### config.mk
export PLATFORM = sky130hd
export DESIGN_NAME = sik_fetch
export DESIGN_NICKNAME = d
export VERILOG_FILES = /design/src/rtl/sik_fetch.sv
export SDC_FILE = /design/constraint.sdc
export NUM_CORES = 1
export LEC_CHECK = 0
export ABC_AREA = 0
export CORE_AREA = 2 2 87 89
export CTS_BUF_LIST = sky130_fd_sc_hd__clkbuf_16
export CTS_CLUSTER_SIZE = 24
export DETAILED_ROUTE_END_ITERATION = 10
export DIE_AREA = 0 0 89 91
export PLACE_DENSITY = 0.85
export SYNTH_ARGS = -nofsm -noshare
export SYNTH_HDL_FRONTEND = slang
export SYNTH_SLANG_ARGS = --single-unit
### constraint.sdc
create_clock -name clk -period 1.6 [get_ports clk]
set_input_delay 0.24 -clock clk [delete_from_list [all_inputs] [get_ports clk]]
set_output_delay 0.24 -clock clk [all_outputs]
set_load 0.01 [all_outputs]
### src/rtl/sik_fetch.sv
// Fetch/decode front end: issues pc to instruction memory, folds Pre prefixes
// into a 16-bit immediate and hands one decoded record at a time to execute.
//
//   state   | meaning
//   ISSUE   | pc on imem_addr, memory read in flight
//   CAPTURE | imem_rdata valid; fold a Pre or build a record
//   HOLD    | record presented, waiting for dec_ready
//   HALT    | frozen after halt_in, left only by reset
module sik_fetch (
  input  logic        clk,
  input  logic        reset,
  output logic [15:0] imem_addr,
  input  logic [15:0] imem_rdata,
  input  logic        redirect,
  input  logic [15:0] redirect_pc,
  input  logic        halt_in,
  output logic        dec_valid,
  input  logic        dec_ready,
  output logic [3:0]  dec_op,
  output logic [11:0] dec_arg,
  output logic [15:0] dec_imm,
  output logic        dec_pre,
  output logic [15:0] dec_pc,
  output logic        halted
);

  typedef enum logic [1:0] {ISSUE, CAPTURE, HOLD, HALT} state_t;

  state_t      state;
  logic [15:0] pc;
  logic [3:0]  pre_reg;
  logic        pre_ld;
  logic        is_pre;
  logic [15:0] sext_imm;

  assign imem_addr = pc;
  assign is_pre    = (imem_rdata[15:12] == 4'd7);
  assign sext_imm  = {{4{imem_rdata[11]}}, imem_rdata[11:0]};

  always_ff @(posedge clk) begin
    if (!reset) begin
      state     <= ISSUE;
      pc        <= 16'h0000;
      pre_reg   <= 4'h0;
      pre_ld    <= 1'b0;
      dec_valid <= 1'b0;
      dec_op    <= 4'h0;
      dec_arg   <= 12'h000;
      dec_imm   <= 16'h0000;
      dec_pre   <= 1'b0;
      dec_pc    <= 16'h0000;
      halted    <= 1'b0;
    end else if (halt_in) begin
      state     <= HALT;
      dec_valid <= 1'b0;
      halted    <= 1'b1;
    end else if (redirect && state != HALT) begin
      // Any in-flight word or pending prefix belongs to the old path.
      state     <= ISSUE;
      pc        <= redirect_pc;
      pre_ld    <= 1'b0;
      dec_valid <= 1'b0;
    end else begin
      case (state)
        ISSUE: state <= CAPTURE;
        CAPTURE: begin
          pc <= pc + 16'd1;
          if (is_pre) begin
            pre_reg <= imem_rdata[3:0];
            pre_ld  <= 1'b1;
            state   <= ISSUE;
          end else begin
            dec_op    <= imem_rdata[15:12];
            dec_arg   <= imem_rdata[11:0];
            dec_imm   <= pre_ld ? {pre_reg, imem_rdata[11:0]} : sext_imm;
            dec_pre   <= pre_ld;
            dec_pc    <= pc;
            pre_ld    <= 1'b0;
            dec_valid <= 1'b1;
            state     <= HOLD;
          end
        end
        HOLD: begin
          if (dec_ready) begin
            dec_valid <= 1'b0;
            state     <= ISSUE;
          end
        end
        default: state <= HALT;
      endcase
    end
  end

endmodule
==> impl_metrics.toml, run 1 <==
[outcome]
run_status = "finished with violations"
violations = "negative setup slack"

[finish]
areaGrowthSynthToFinish_pct = 64.4
diodes = 0
final_nets = 520
drive_above_1_share_pct = 20.5
fin_cells = 582
fin_util_pct = 64.9

[critical_path]
critPathArrivalTime_ns = 1.87
max_stage_delay_ns = 0.49
worstPathCellList = "inv_1, ha_2, nor2b_4, nand2_1, or4_1, a31oi_1"
cp_data_required_time_ns = 1.85
rr_worst_depth = 6
path_class = "reg -> reg"
startpoint_type = "flop"
critPathCaptureType = "flop"
critical_path.max_fanout = 3
crit_slowest_cell = "or4_1"

[die]
die_width_um = 89
io_pins = 104
die_y_um = 91
std_cell_rows = 31
dieArea_um2 = 8100
core_area_um2 = 7140
initial_core_util_pct = 39.5

[clocking]
hold_buffers = 0
cts_buffer_depth = 2
numCtsBuffers = 9
cts_tree = "built"
cts_sinks = 62
cts_root_buf = "clkbuf_16"
clk_latency_ns = 0.33
htree_levels = 3
path_clk_slew_ns = 0.05

[synthesis]
synth_seq_area_share_pct = 44.0
synth_edf_count = 0
postSynthCellCount = 348
syn_area_um2 = 2820
synth_ff_type = "dfxtp_1"
syn-mean-instance-area_um2 = 8.10
yosys_register_bits = 62
postSynthNetCount = 390
synthArstFlopShare_pct = 0
synth_warnings = 0
synthDistinctLibCells = 46

[detailed_routing]
vias = 3088
ant_nets = 0
wire_per_inst_um = 16.2
drcViolationCount = 0
dr.pass1.iters = 5
wirelength_um = 9410
viasPerCell = 5.31
drt_iter0_markers = 207

[global_route]
antenna_found_initial = 0
overflow = 0
grt_start_max_net_pins = 31
grt_pass1_vias = 2853
grt_pass1_wl_um = 13600
grt_use_total_pct = 21.5

[placement]
dp_cells = 563
dp_slack_ns = -0.292
port_buffers = 103
dpl.hpwl_um = 6390
gp_congestion = 0.946

[sta]
slew_headroom_pct = 78.2
period_share_pct = 101
drv_slew = 0
fin_ws_ns = -0.0206
worst_slew_pin_slew_ns = 0.325
hold_viol_final = 0
rsz0062_at_grt = "true"
min_period_ns = 1.62
setup_tns_ns = -0.0206
maxClockFrequency_ghz = 0.617
clock_skew_ns = 0.00573
finalSetupViolations = 1

[power_and_ir_drop]
leakage_nw = 1.79
switching_share_pct = 26.0
p_total_w = 0.00404
p_per_area_nw_per_um2 = 872
combPwrFrac_pct = 16.2
power_switching_w = 0.00105
seq_power_share_pct = 41.0
power_frac_clock_pct = 42.7
p_int_w = 0.00299
irDropWorstVdd_uv = 645

[min_path]
hold_depth = 2
min_path_type = "reg -> reg"

[job]
max_cap_viol_count = 0
==> power groups by stage <==
stage	registers, W	logic, W	clock network [W]
final	0.00166	0.000656	0.00173
after global routing	0.00166	0.000697	0.00180
after CTS	0.00165	0.000617	0.00174
after global placement	0.00168	0.000598	0
after detailed placement	0.00168	0.000609	0
after floorplan	0.00171	0.000224	0
==> cells by family (layout without fill, tap and decap cells) <==
group,Yosys count,after routing,synth area share [%]
flip-flops,62,62,44.0
adder cells (fa/ha/maj),5,5,2.22
buffers and inverters,40,174,7.19
multiplexers,7,7,2.53
AND/OR/NAND/NOR,142,143,23.9
AO/OA/AOI/OAI,92,92,20.1
==> layer usage <==
layer	vias up	GRT usage, %	share of wire [%]
met5	-	0	0
met3	13	5.73	6.1
li1	1471	-	-
met1	1484	27.1	42
met2	120	35.0	51
met4	0	7.59	1.2
==> placed cells by master, fill, tap and decap left out, types with 4 or more instances in the layout <==
cell type	netlist	final
buf_4	12	43
nor4_1	8	5
nand4b_1	4	4
a311oi_1	5	4
clkdlybuf4s50_1	0	89
mux2i_1	6	6
clkbuf_16	0	9
dfxtp_1	62	55
nor3b_1	4	4
a21oi_1	50	48
dfxtp_2	0	5
nand2_1	77	77
o21ai_0	9	7
dlygate4sd2_1	0	6
a31oi_1	4	4
o211ai_1	4	4
nand3_1	6	5
nor2_1	21	19
inv_1	4	4
dlymetal6s2s_1	0	8
==> layout make-up <==
cell class | instances | area, um2
Clock buffer | 9 | 225
Clock inverter | 7 | 41.3
Fill cell | 576 | 2500
Inverter | 5 | 18.8
Multi-Input combinational cell | 247 | 1490
Sequential cell | 62 | 1250
Tap cell | 99 | 124
Timing Repair Buffer | 153 | 1480
==> cells in the mapped netlist (2+ instances only) <==
library cell | count | area [um2]
a21o_1 | 2 | 15.0
nor2b_1 | 2 | 12.5
nor4_1 | 8 | 50.1
dfxtp_1 | 62 | 1240
ha_1 | 5 | 62.6
inv_1 | 4 | 15.0
a311oi_1 | 5 | 43.8
a22oi_1 | 3 | 22.5
nand2b_1 | 4 | 25.0
a21oi_1 | 50 | 250
nor3b_1 | 4 | 30.0
nand3_1 | 6 | 30.0
buf_2 | 5 | 25.0
nand2_1 | 77 | 289
o21a_1 | 2 | 15.0
nand4b_1 | 4 | 35.0
o221a_2 | 3 | 33.8
and3_1 | 3 | 18.8
o21ai_0 | 9 | 45.0
mux2i_1 | 6 | 60.1
o22ai_1 | 2 | 12.5
nor3_1 | 2 | 10.0
and2_1 | 3 | 18.8
o211ai_1 | 4 | 30.0
clkbuf_1 | 17 | 63.8
buf_4 | 12 | 90.1
a31oi_1 | 4 | 25.0
nand4_1 | 2 | 12.5
nor2_1 | 21 | 78.8
==> what timing repair did <==
action	CTS	global route
pin swaps	2	6
buffers inserted	1	1
gates cloned	0	1
setup endpoints to repair	54	58
resized for setup	16	36
==> through the flow <==
stage          hold slack, ns  instance area [um2]
2_1_floorplan           0.376                 2830
5_1_grt                 0.464                 4630
6_report                0.452                 4630
4_1_cts                 0.455                 4490
3_3_place_gp            0.443                 4190
3_5_place_dp            0.448                 4190
==> critical path: cells and delay by family, from the launching register on <==
family / cells / cell delay [ns]
buffers and inverters: 1 / 0.06
and+or+nand+nor: 3 / 0.76
DFF: 1 / 0.34
adders and majority gates: 1 / 0.19
AOI/OAI and AO/OA: 1 / 0.19
==> worst paths after layout <==
check                           slack, ns  startpoint             to
worst max register to register      -0.02    state[1]  imem_addr[10]
worst min-delay path                 0.45  dec_pc[15]     dec_pc[15]
worst min register to register       0.45  dec_pc[15]     dec_pc[15]
worst max-delay path                -0.02    state[1]  imem_addr[10]
Power figures use the tool's default switching activity.
==> inputs of run 2 (changes only) <==
Settings changed: GPL_ROUTABILITY_DRIVEN from default to 0.
==> run 2 against run 1 <==
Effect of this change: the flow still finishes with violations (negative setup slack); fmax increased by 1.3%; register-to-register slack improved by 0.02 ns; hold slack got worse by 0.0020 ns; routed wire length decreased by 4.6%; via count decreased by 0.23%.
==> impl_metrics.toml, run 2 (synthesized netlist as in run 1, its figures left out) <==
[critical_path]
worstPathCellList = "ha_2, nand2b_4, and3_4, buf_4, nor2_1, a311oi_1"
r2r-end = "dec_imm[13]"
r2r_start = "state[1]"
max_stage_delay_ns = 0.38
path_class = "reg -> reg"
critPathArrivalTime_ns = 1.83
cp.depth = 6
critPathCaptureType = "flop"
crit_slowest_cell = "dfxtp_2"
setup.worst_path.end = "dec_imm[13]"
rr_worst_depth = 6
path_buf_inv = 1
crit_family = "simple AND/OR/NAND/NOR gates"
crit_path_start = "state[1]"
startpoint_type = "flop"
critical_path.max_fanout = 10
rrSetupSlack_ns = -0.0001
cp_data_required_time_ns = 1.83

[detailed_routing]
drcViolationCount = 0
wire_per_inst_um = 15.5
routed-wl-met3_um = 644
wirelength_um = 8980
dr.pass1.iters = 4
dr_wl_met2_um = 4390
wl_met1_um = 3720
vias = 3081
viasPerCell = 5.32
routed.top_layer = "met4"
drt_iter0_markers = 172
ant_nets = 0

[job]
max_cap_viol_count = 0

[clocking]
htree_levels = 3
cts_sinks = 62
hold_buffers = 0
cts_buffer_depth = 2
numCtsBuffers = 9
cts_tree = "built"
cts_root_buf = "clkbuf_16"
path_clk_slew_ns = 0.05
clk_latency_ns = 0.33

[sta]
holdWs_ns = 0.450
min_period_ns = 1.60
rsz0062_at_grt = "true"
worst_slew_pin_slew_ns = 0.386
slew_headroom_pct = 74.0
maxClockFrequency_ghz = 0.625
clock_skew_ns = 0.00548
drv_slew = 0
hold_viol_final = 0
fin_ws_ns = -0.000140
finalSetupViolations = 1
period_share_pct = 100
setup_tns_ns = -0.000140

[global_route]
antenna_found_initial = 0
overflow = 0
grt_pass1_wl_um = 13600
grt_start_max_net_pins = 31
grt_pass1_vias = 2859
grt_use_total_pct = 21.6

[finish]
finish.instance_area_um2 = 4580
drive_above_1_share_pct = 20.4
diodes = 0
fin_cells = 579
final_common_cell = "clkdlybuf4s50_1"
fin_util_pct = 64.2
layout_common_cells = "clkdlybuf4s50_1, nand2_1, dfxtp_1"
fillers = 590
areaGrowthSynthToFinish_pct = 62.6
final_nets = 517

[outcome]
violations = "negative setup slack"
run_status = "finished with violations"

[power_and_ir_drop]
leakage_nw = 1.74
p_per_area_nw_per_um2 = 870
irDropWorstVdd_uv = 472

[placement]
dpl.hpwl_um = 6130
placed_area_um2 = 4160
port_buffers = 103
dp_cells = 559

[die]
die_y_um = 91
dieArea_um2 = 8100
std_cell_rows = 31
die_width_um = 89
initial_core_util_pct = 39.5
io_pins = 104
core_area_um2 = 7140

[min_path]
min_path_type = "reg -> reg"
## run 2: cell types whose count changed in the layout (fill, tap and decap cells not counted), moves of 2 or more
cell,change
nor4_1,+2
dlymetal6s2s_1,-2
dfxtp_1,-3
dfxtp_2,+3
clkinv_1,+2
clkdlybuf4s50_1,+3
nor4_2,-2
## run 2: final cells by class
class	count	area (um2)	area share, %
flip-flops and latches	62	1260	27.5
clock buffers	9	225	4.92
multi-input cells	246	1470	32.1
clock inverters	7	32.5	0.710
repair buffers	151	1450	31.7
inverters	5	18.8	0.410
well taps	99	124	2.70
## run 2: worst min-delay path by stage
stage	slack, ns	from	to	cells after the start
detailed placement	0.44	dec_pc[7]	dec_pc[7]	2
global route	0.47	imem_rdata[5]	dec_arg[5]	3
finish	0.45	dec_pc[7]	dec_pc[7]	2
global placement	0.44	dec_pc[7]	dec_pc[7]	2
floorplan	0.38	imem_rdata[15]	dec_op[3]	2
CTS	0.45	dec_pc[7]	dec_pc[7]	2
## run 2: routing by layer
layer,vias to the layer above,GRT usage (%)
li1,1469,-
met1,1445,27.7
met2,142,34.3
met3,25,5.09
met4,0,8.83
met5,-,0
## run 2: worst register-to-register path, delay by kind of cell (launching register included)
| kind | cells | cell delay (ns) |
|---|---|---|
| flops | 1 | 0.38 |
| compound gates | 1 | 0.25 |
| simple gates | 3 | 0.48 |
| buf+inv | 1 | 0.17 |
| fa+ha+maj | 1 | 0.23 |
## run 2: per-stage QoR
| step | worst slack (ns) | total power (W) |
|---|---|---|
| 3_3_place_gp | -0.273 | 0.00227 |
| 3_5_place_dp | -0.320 | 0.00228 |
| 6_report | -0.000140 | 0.00399 |
| 2_1_floorplan | -0.0173 | 0.00193 |
| 4_1_cts | 0.000665 | 0.00395 |
| 5_1_grt | -0.0445 | 0.00411 |
## run 2: repair_timing
| action | 4_1_cts | 5_1_grt |
|---|---|---|
| setup endpoints to repair | 54 | 44 |
| pin swaps | 1 | 6 |
| buffers inserted | 0 | 4 |
| gates resized for setup | 21 | 29 |
| gates cloned | 0 | 0 |
## run 2: power by group
part	switching (W)	internal (W)	leakage [nW]
registers	0.0000599	0.00160	0.508
logic	0.000293	0.000348	1.10
clock network	0.000666	0.00102	0.129
total	0.00102	0.00297	1.74
==> inputs of run 3 (changes only) <==
Settings changed: CAP_MARGIN from default to 40.
==> results of run 3 <==
The final DEF is identical to that of run 2; final timing and power are the same.
